**src/rtl/sr_drive_sequencer_if.sv**
```systemverilog
// Command channel of sr_drive_sequencer: valid/ready handshake carrying a set/clear
// opcode and a pulse length.
interface sr_drive_sequencer_if #(
    parameter int unsigned HOLD_W = 8
) ();
    logic              cmd_valid;
    logic              cmd_ready;
    logic              cmd_op;
    logic [HOLD_W-1:0] cmd_len;

    modport master (
        output cmd_valid,
        output cmd_op,
        output cmd_len,
        input  cmd_ready
    );

    modport slave (
        input  cmd_valid,
        input  cmd_op,
        input  cmd_len,
        output cmd_ready
    );
endinterface

```
**src/rtl/sr_drive_sequencer.sv**
```systemverilog
// Queued set/clear driver for the library SR flip-flop; emits s-only or r-only pulses.
// Optional build macro SR_DRV_SKIP_REDUNDANT_EN drops commands that would not change q.
module sr_drive_sequencer #(
    parameter int unsigned HOLD_W = 8,
    parameter int unsigned DEPTH  = 4,
    parameter int unsigned GAP    = 1
) (
    input  logic                   clk,
    input  logic                   rst,
    sr_drive_sequencer_if.slave    cmd,
    output logic                   s,
    output logic                   r,
    output logic                   busy,
    output logic                   q_shadow,
    output logic [$clog2(DEPTH):0] fifo_cnt
);
    localparam int unsigned PtrW = $clog2(DEPTH);
    localparam int unsigned CntW = PtrW + 1;
    // Wide enough to hold GAP and still legal when GAP is 0
    localparam int unsigned GapW = $clog2(GAP + 2);

    localparam logic [CntW-1:0]   FullCnt = CntW'(DEPTH);
    localparam logic [CntW-1:0]   CntOne  = CntW'(1);
    localparam logic [PtrW-1:0]   PtrOne  = PtrW'(1);
    localparam logic [HOLD_W-1:0] HoldOne = HOLD_W'(1);
    localparam logic [GapW-1:0]   GapOne  = GapW'(1);
    localparam logic [GapW-1:0]   GapInit = GapW'(GAP);

    typedef enum logic [1:0] {StIdle, StPulse, StGap} state_e;

    state_e            state_q, state_d;

    logic              op_mem  [DEPTH];
    logic [HOLD_W-1:0] len_mem [DEPTH];
    logic [PtrW-1:0]   wr_ptr_q, rd_ptr_q;
    logic [CntW-1:0]   fifo_cnt_q, fifo_cnt_d;
    logic              push, pop, fifo_empty;
    logic              head_op;
    logic [HOLD_W-1:0] head_len;

    logic [HOLD_W-1:0] hold_cnt_q, hold_cnt_d;
    logic [GapW-1:0]   gap_cnt_q, gap_cnt_d;
    logic              s_q, s_d, r_q, r_d;
    logic              q_shadow_q;
    logic              skip;

    // ---------------------------------------------------------------- command FIFO
    assign cmd.cmd_ready = (fifo_cnt_q < FullCnt);
    assign push          = cmd.cmd_valid & cmd.cmd_ready;
    assign fifo_empty    = (fifo_cnt_q == '0);
    assign head_op       = op_mem[rd_ptr_q];
    assign head_len      = len_mem[rd_ptr_q];

    always_ff @(posedge clk) begin
        if (push && !rst) begin
            op_mem[wr_ptr_q]  <= cmd.cmd_op;
            len_mem[wr_ptr_q] <= cmd.cmd_len;
        end
    end

    always_comb begin
        fifo_cnt_d = fifo_cnt_q;
        if (push && !pop) begin
            fifo_cnt_d = fifo_cnt_q + CntOne;
        end else if (!push && pop) begin
            fifo_cnt_d = fifo_cnt_q - CntOne;
        end
    end

    always_ff @(posedge clk) begin
        if (rst) begin
            wr_ptr_q   <= '0;
            rd_ptr_q   <= '0;
            fifo_cnt_q <= '0;
        end else begin
            if (push) begin
                wr_ptr_q <= wr_ptr_q + PtrOne;
            end
            if (pop) begin
                rd_ptr_q <= rd_ptr_q + PtrOne;
            end
            fifo_cnt_q <= fifo_cnt_d;
        end
    end

    // ---------------------------------------------------------------- redundancy filter
`ifdef SR_DRV_SKIP_REDUNDANT_EN
    logic shadow_valid_q;

    // The shadow only means something once a pulse has actually reached the flip-flop
    always_ff @(posedge clk) begin
        if (rst) begin
            shadow_valid_q <= 1'b0;
        end else if (s_q || r_q) begin
            shadow_valid_q <= 1'b1;
        end
    end

    assign skip = shadow_valid_q & (head_op == q_shadow_q);
`else
    assign skip = 1'b0;
`endif

    // ---------------------------------------------------------------- FSM state register
    always_ff @(posedge clk) begin
        if (rst) begin
            state_q    <= StIdle;
            hold_cnt_q <= '0;
            gap_cnt_q  <= '0;
            s_q        <= 1'b0;
            r_q        <= 1'b0;
            q_shadow_q <= 1'b0;
        end else begin
            state_q    <= state_d;
            hold_cnt_q <= hold_cnt_d;
            gap_cnt_q  <= gap_cnt_d;
            s_q        <= s_d;
            r_q        <= r_d;
            // Mirrors the flip-flop: it captures whichever drive was high last cycle
            if (s_q || r_q) begin
                q_shadow_q <= s_q;
            end
        end
    end

    // ---------------------------------------------------------------- FSM next state
    always_comb begin
        state_d = state_q;
        unique case (state_q)
            StIdle: begin
                if (!fifo_empty && !skip) begin
                    state_d = StPulse;
                end
            end
            StPulse: begin
                if (hold_cnt_q == HoldOne) begin
                    state_d = (GAP == 0) ? StIdle : StGap;
                end
            end
            StGap: begin
                if (gap_cnt_q == GapOne) begin
                    state_d = StIdle;
                end
            end
            default: state_d = StIdle;
        endcase
    end

    // ---------------------------------------------------------------- FSM outputs
    always_comb begin
        pop        = 1'b0;
        s_d        = 1'b0;
        r_d        = 1'b0;
        hold_cnt_d = hold_cnt_q;
        gap_cnt_d  = gap_cnt_q;
        unique case (state_q)
            StIdle: begin
                if (!fifo_empty) begin
                    pop = 1'b1;
                    if (!skip) begin
                        s_d        = head_op;
                        r_d        = ~head_op;
                        hold_cnt_d = (head_len == '0) ? HoldOne : head_len;
                    end
                end
            end
            StPulse: begin
                if (hold_cnt_q == HoldOne) begin
                    gap_cnt_d = GapInit;
                end else begin
                    s_d        = s_q;
                    r_d        = r_q;
                    hold_cnt_d = hold_cnt_q - HoldOne;
                end
            end
            StGap: begin
                gap_cnt_d = gap_cnt_q - GapOne;
            end
            default: ;
        endcase
    end

    assign s        = s_q;
    assign r        = r_q;
    assign q_shadow = q_shadow_q;
    assign fifo_cnt = fifo_cnt_q;
    assign busy     = !fifo_empty || (state_q != StIdle);
endmodule

```
**src/flat_wrapper.sv**
```systemverilog
// flat-port wrapper written by rule: the top's interface ports become plain ports
module sr_drive_sequencer_flat 
#(
    parameter int unsigned HOLD_W = 8,
    parameter int unsigned DEPTH  = 4,
    parameter int unsigned GAP    = 1
)
  (clk, rst, s, r, busy, q_shadow, fifo_cnt, cmd_cmd_valid, cmd_cmd_op, cmd_cmd_len, cmd_cmd_ready);
  sr_drive_sequencer_if #(.HOLD_W(HOLD_W)) cmd_i ();
  input  logic clk;
  input  logic rst;
  output logic s;
  output logic r;
  output logic busy;
  output logic q_shadow;
  output logic [$clog2(DEPTH):0] fifo_cnt;
  input wire logic [$bits(cmd_i.cmd_valid)-1:0] cmd_cmd_valid;
  input wire logic [$bits(cmd_i.cmd_op)-1:0] cmd_cmd_op;
  input wire logic [$bits(cmd_i.cmd_len)-1:0] cmd_cmd_len;
  output wire logic [$bits(cmd_i.cmd_ready)-1:0] cmd_cmd_ready;
  assign cmd_i.cmd_valid = cmd_cmd_valid;
  assign cmd_i.cmd_op = cmd_cmd_op;
  assign cmd_i.cmd_len = cmd_cmd_len;
  assign cmd_cmd_ready = cmd_i.cmd_ready;
  sr_drive_sequencer #(.HOLD_W(HOLD_W), .DEPTH(DEPTH), .GAP(GAP)) u_core (.clk(clk), .rst(rst), .cmd(cmd_i), .s(s), .r(r), .busy(busy), .q_shadow(q_shadow), .fifo_cnt(fifo_cnt));
endmodule
```
**config.mk**
```make
export PLATFORM = sky130hd
export DESIGN_NAME = sr_drive_sequencer_flat
export DESIGN_NICKNAME = d
export VERILOG_FILES = /design/src/rtl/sr_drive_sequencer_if.sv /design/src/rtl/sr_drive_sequencer.sv /design/src/flat_wrapper.sv
export SDC_FILE = /design/constraint.sdc
export NUM_CORES = 1
export LEC_CHECK = 0
export BUFFER_PORTS_ARGS = -buffer_cell sky130_fd_sc_hd__buf_4
export CORE_UTILIZATION = 55
export DETAILED_ROUTE_END_ITERATION = 6
export GPL_TIMING_DRIVEN = 0
export PLACE_DENSITY_LB_ADDON = 0.3
export SLEW_MARGIN = 5
export SYNTH_ARGS = -nofsm -noshare
export SYNTH_HDL_FRONTEND = slang
export SYNTH_SLANG_ARGS = --single-unit
```
**constraint.sdc**
```tcl
create_clock -name clk -period 3.9 [get_ports clk]
set_input_delay 0 -clock clk [delete_from_list [all_inputs] [get_ports clk]]
set_output_delay 0 -clock clk [all_outputs]
set_load 0.03 [all_outputs]
```
==> flow_summary.ini <==
[pwr]
total_power_mw = 2.17
p_per_area_nw_per_um2 = 706
peakVddDrop_uv = 404
p_leak_nw = 1.13

[timing]
clock_skew_ns = 0.00826
finalCritPeriodShare_pct = 61.9
worstMarginPinSlew_ns = 0.535
rsz0062_at_grt = no
fin_crit_ns = 2.41
setup_viol = 0
hold_viol_final = 0
max_clock_freq_mhz = 415
slew_headroom_pct = 64.4
maxSlewViolCount = 0
fin_tns_setup_ns = 0

[clock_tree]
numCtsBuffers = 9
clkTransAtPathRegs_ns = 0.06
htree_levels = 3
numClockSinks = 60
cts.path.max_buffers = 2
clock-root-buffer = clkbuf_8
cts_tree = done
ctsResizeCount = 0
clock_latency_ns = 0.34

[drt]
ant_nets = 0
vias = 1619
routedWlPerCell_um = 15.6
wl_met1_um = 2080
drt_iter0_drc = 95
viasPerCell = 5.49
wl_met2_um = 2290
highest_layer = met4
wl_met3_um = 174
remaining_drc_errors = 0
dr.pass1.iters = 4
postRouteWirelength_um = 4610

[global_routing]
grt_max_degree = 12
grt_pass1_vias = 1610
grt-ovfl-total = 0
antenna_found_initial = 0
grt_pass1_wl_um = 7550
track_usage_pct = 21.0

[logic_synthesis]
ys_warn_count = 0
synth_area_um2 = 2570
ys_types = 39
synth_cells = 198
syn_area_per_cell_um2 = 13.0
syn-num-nets = 219
synthFlopType = edfxtp_1
ys_ff_latch = 60
async_reset_ff_share_pct = 0
synth_edf_count = 36
yosys-top-cells-area = edfxtp_1 42%, dfxtp_1 19%, mux4_1 6.1%
synth_top_area_share_pct = 42.1
yosysSeqAreaShare_pct = 60.8
yosys.area.top_type = edfxtp_1

[worst_setup_path]
critPathCaptureType = flip-flop
regToRegStartpoint = u_core.fifo_cnt[2]
worst_setup_path_start_kind = flip-flop
cpMostUsedCell = inv_1
critPathMaxFanout = 8
crit_slowest_cell = nor3_1
worst_ep_arrival_time_ns = 2.68
crit_required_ns = 4.16
max_stage_delay_ns = 0.41
cp_cell_sequence = nor3_1 -> nor3_4 -> inv_1 -> ha_1 -> inv_1 -> fa_1 -> xor2_1 -> or3_1 -> a21oi_1
worstSetupPathType = flip-flop to flip-flop
crit_start = u_core.fifo_cnt[2]
crit_buf_inv = 2
cpLargestDelayFamily = simple AND/OR/NAND/NOR gates

[placed_design]
gp_congestion = 0.870
dp.final_hpwl_um = 2940
numPortBuffers = 19

[final_layout]
synthToLayoutAreaGrowth_pct = 19.4
fill_cells = 300
final_cell_mix = 36 x edfxtp_1, 28 x nor2_1, 24 x dfxtp_1
multiInputGateArea_um2 = 938
diodes = 0
drive_gt1_share_pct = 17.3
nets = 259
final_common_cell = edfxtp_1
regArea_um2 = 1560

[worst_hold_path]
hp-class = input port to flip-flop
hp-start = cmd_cmd_valid

[die]
start_util_pct = 58.2
fp.coreArea_um2 = 4410
io_pins = 20
num_rows = 24
dieArea_um2 = 4950
dieWidth_um = 70.3
die_y_um = 70.3

[run]
drv_cap = 0

[status]
outcome = complete, no violations
==> stage by stage <==
step	instance area [um2]	hold WS (ns)	setup slack (ns)	util, %	cells
5_1_grt	3070	0.177	1.31	69.5	295
6_report	3070	0.167	1.49	69.5	295
2_1_floorplan	2570	0.0689	1.58	-	198
3_3_place_gp	2780	0.202	1.50	62.9	269
3_5_place_dp	2780	0.202	1.51	62.9	269
4_1_cts	3070	0.151	1.48	69.5	295
==> per-layer routing <==
layer | track usage [%] | vias to the layer above
met5 | 0 | -
met4 | 8.67 | 0
met3 | 7.36 | 7
met2 | 34.4 | 32
met1 | 25.1 | 769
li1 | - | 811
==> cells by family after synthesis <==
kind of cell             count (synthesis)  synth area share, %
AO/OA/AOI/OAI                           35                 8.91
multiplexers                            10                 9.16
buffers and inverters                   16                 2.68
XOR/XNOR                                 6                 2.05
adder cells (fa/ha/maj)                  9                 4.68
flip-flops                              60                 60.8
AND/OR/NAND/NOR                         62                 11.7
==> registers in the layout, indices dropped and copies added, names as in the netlist, named ones only <==
signal and cells:
u_core.state_q 2, u_core.r 1, u_core.gap_cnt_q 2, u_core.s 1, u_core.q_shadow 1, u_core.hold_cnt_q 8, u_core.len_mem 32, u_core.rd_ptr_q 2
u_core.op_mem 4, u_core.fifo_cnt 3, u_core.wr_ptr_q 2
==> final cells by class <==
type | count | area share (%)
clock buffer | 9 | 4.04
buffer | 7 | 1.14
sequential | 60 | 50.9
tap | 52 | 2.12
timing repair buffer | 29 | 7.92
multi-input combinational | 122 | 30.6
inverter | 9 | 1.10
clock inverter | 7 | 2.16
==> final timing paths <==
kind | slack [ns] | end | cells after the start
setup / recovery | 1.49 | u_core.fifo_cnt[2] | 9
hold / removal | 0.17 | u_core.wr_ptr_q[0] | 4
setup reg to reg | 1.49 | u_core.fifo_cnt[2] | 9
hold reg to reg | 0.50 | u_core.hold_cnt_q[4] | 2
==> synth_stat cells (2+ instances only) <==
cell	number
nor3_1	3
inv_1	9
mux4_1	6
nand2_1	13
o31ai_1	2
nand2b_1	2
or3_1	2
a2111oi_0	2
nor2b_1	3
a211oi_1	2
edfxtp_1	36
nor2_1	28
clkbuf_1	5
dfxtp_1	24
xnor2_1	2
and2_1	4
ha_1	8
a21oi_1	11
o21ai_0	8
a31oi_1	2
nand3_1	3
xor2_1	4
mux4_2	3
==> power breakdown <==
group | switching [mW] | internal [mW]
clock network | 0.245 | 0.291
registers | 0.0720 | 0.774
logic | 0.464 | 0.320
total | 0.781 | 1.38
==> worst reg2reg max path, stage by stage (launching register included) <==
cell	delay, ns
dfxtp_1	0.35
nor3_1	0.41
nor3_4	0.12
inv_1	0.21
ha_1	0.22
inv_1	0.06
fa_1	0.37
xor2_1	0.17
or3_1	0.30
a21oi_1	0.13
==> what timing repair did <==
| action | in CTS | in global routing |
|---|---|---|
| setup buffers | 0 | 0 |
| hold buffers | 10 | 0 |
| endpoints found under the hold margin | 39 | 0 |
| endpoints found under the setup margin | 0 | 0 |
(Power assumes the default switching activity.)
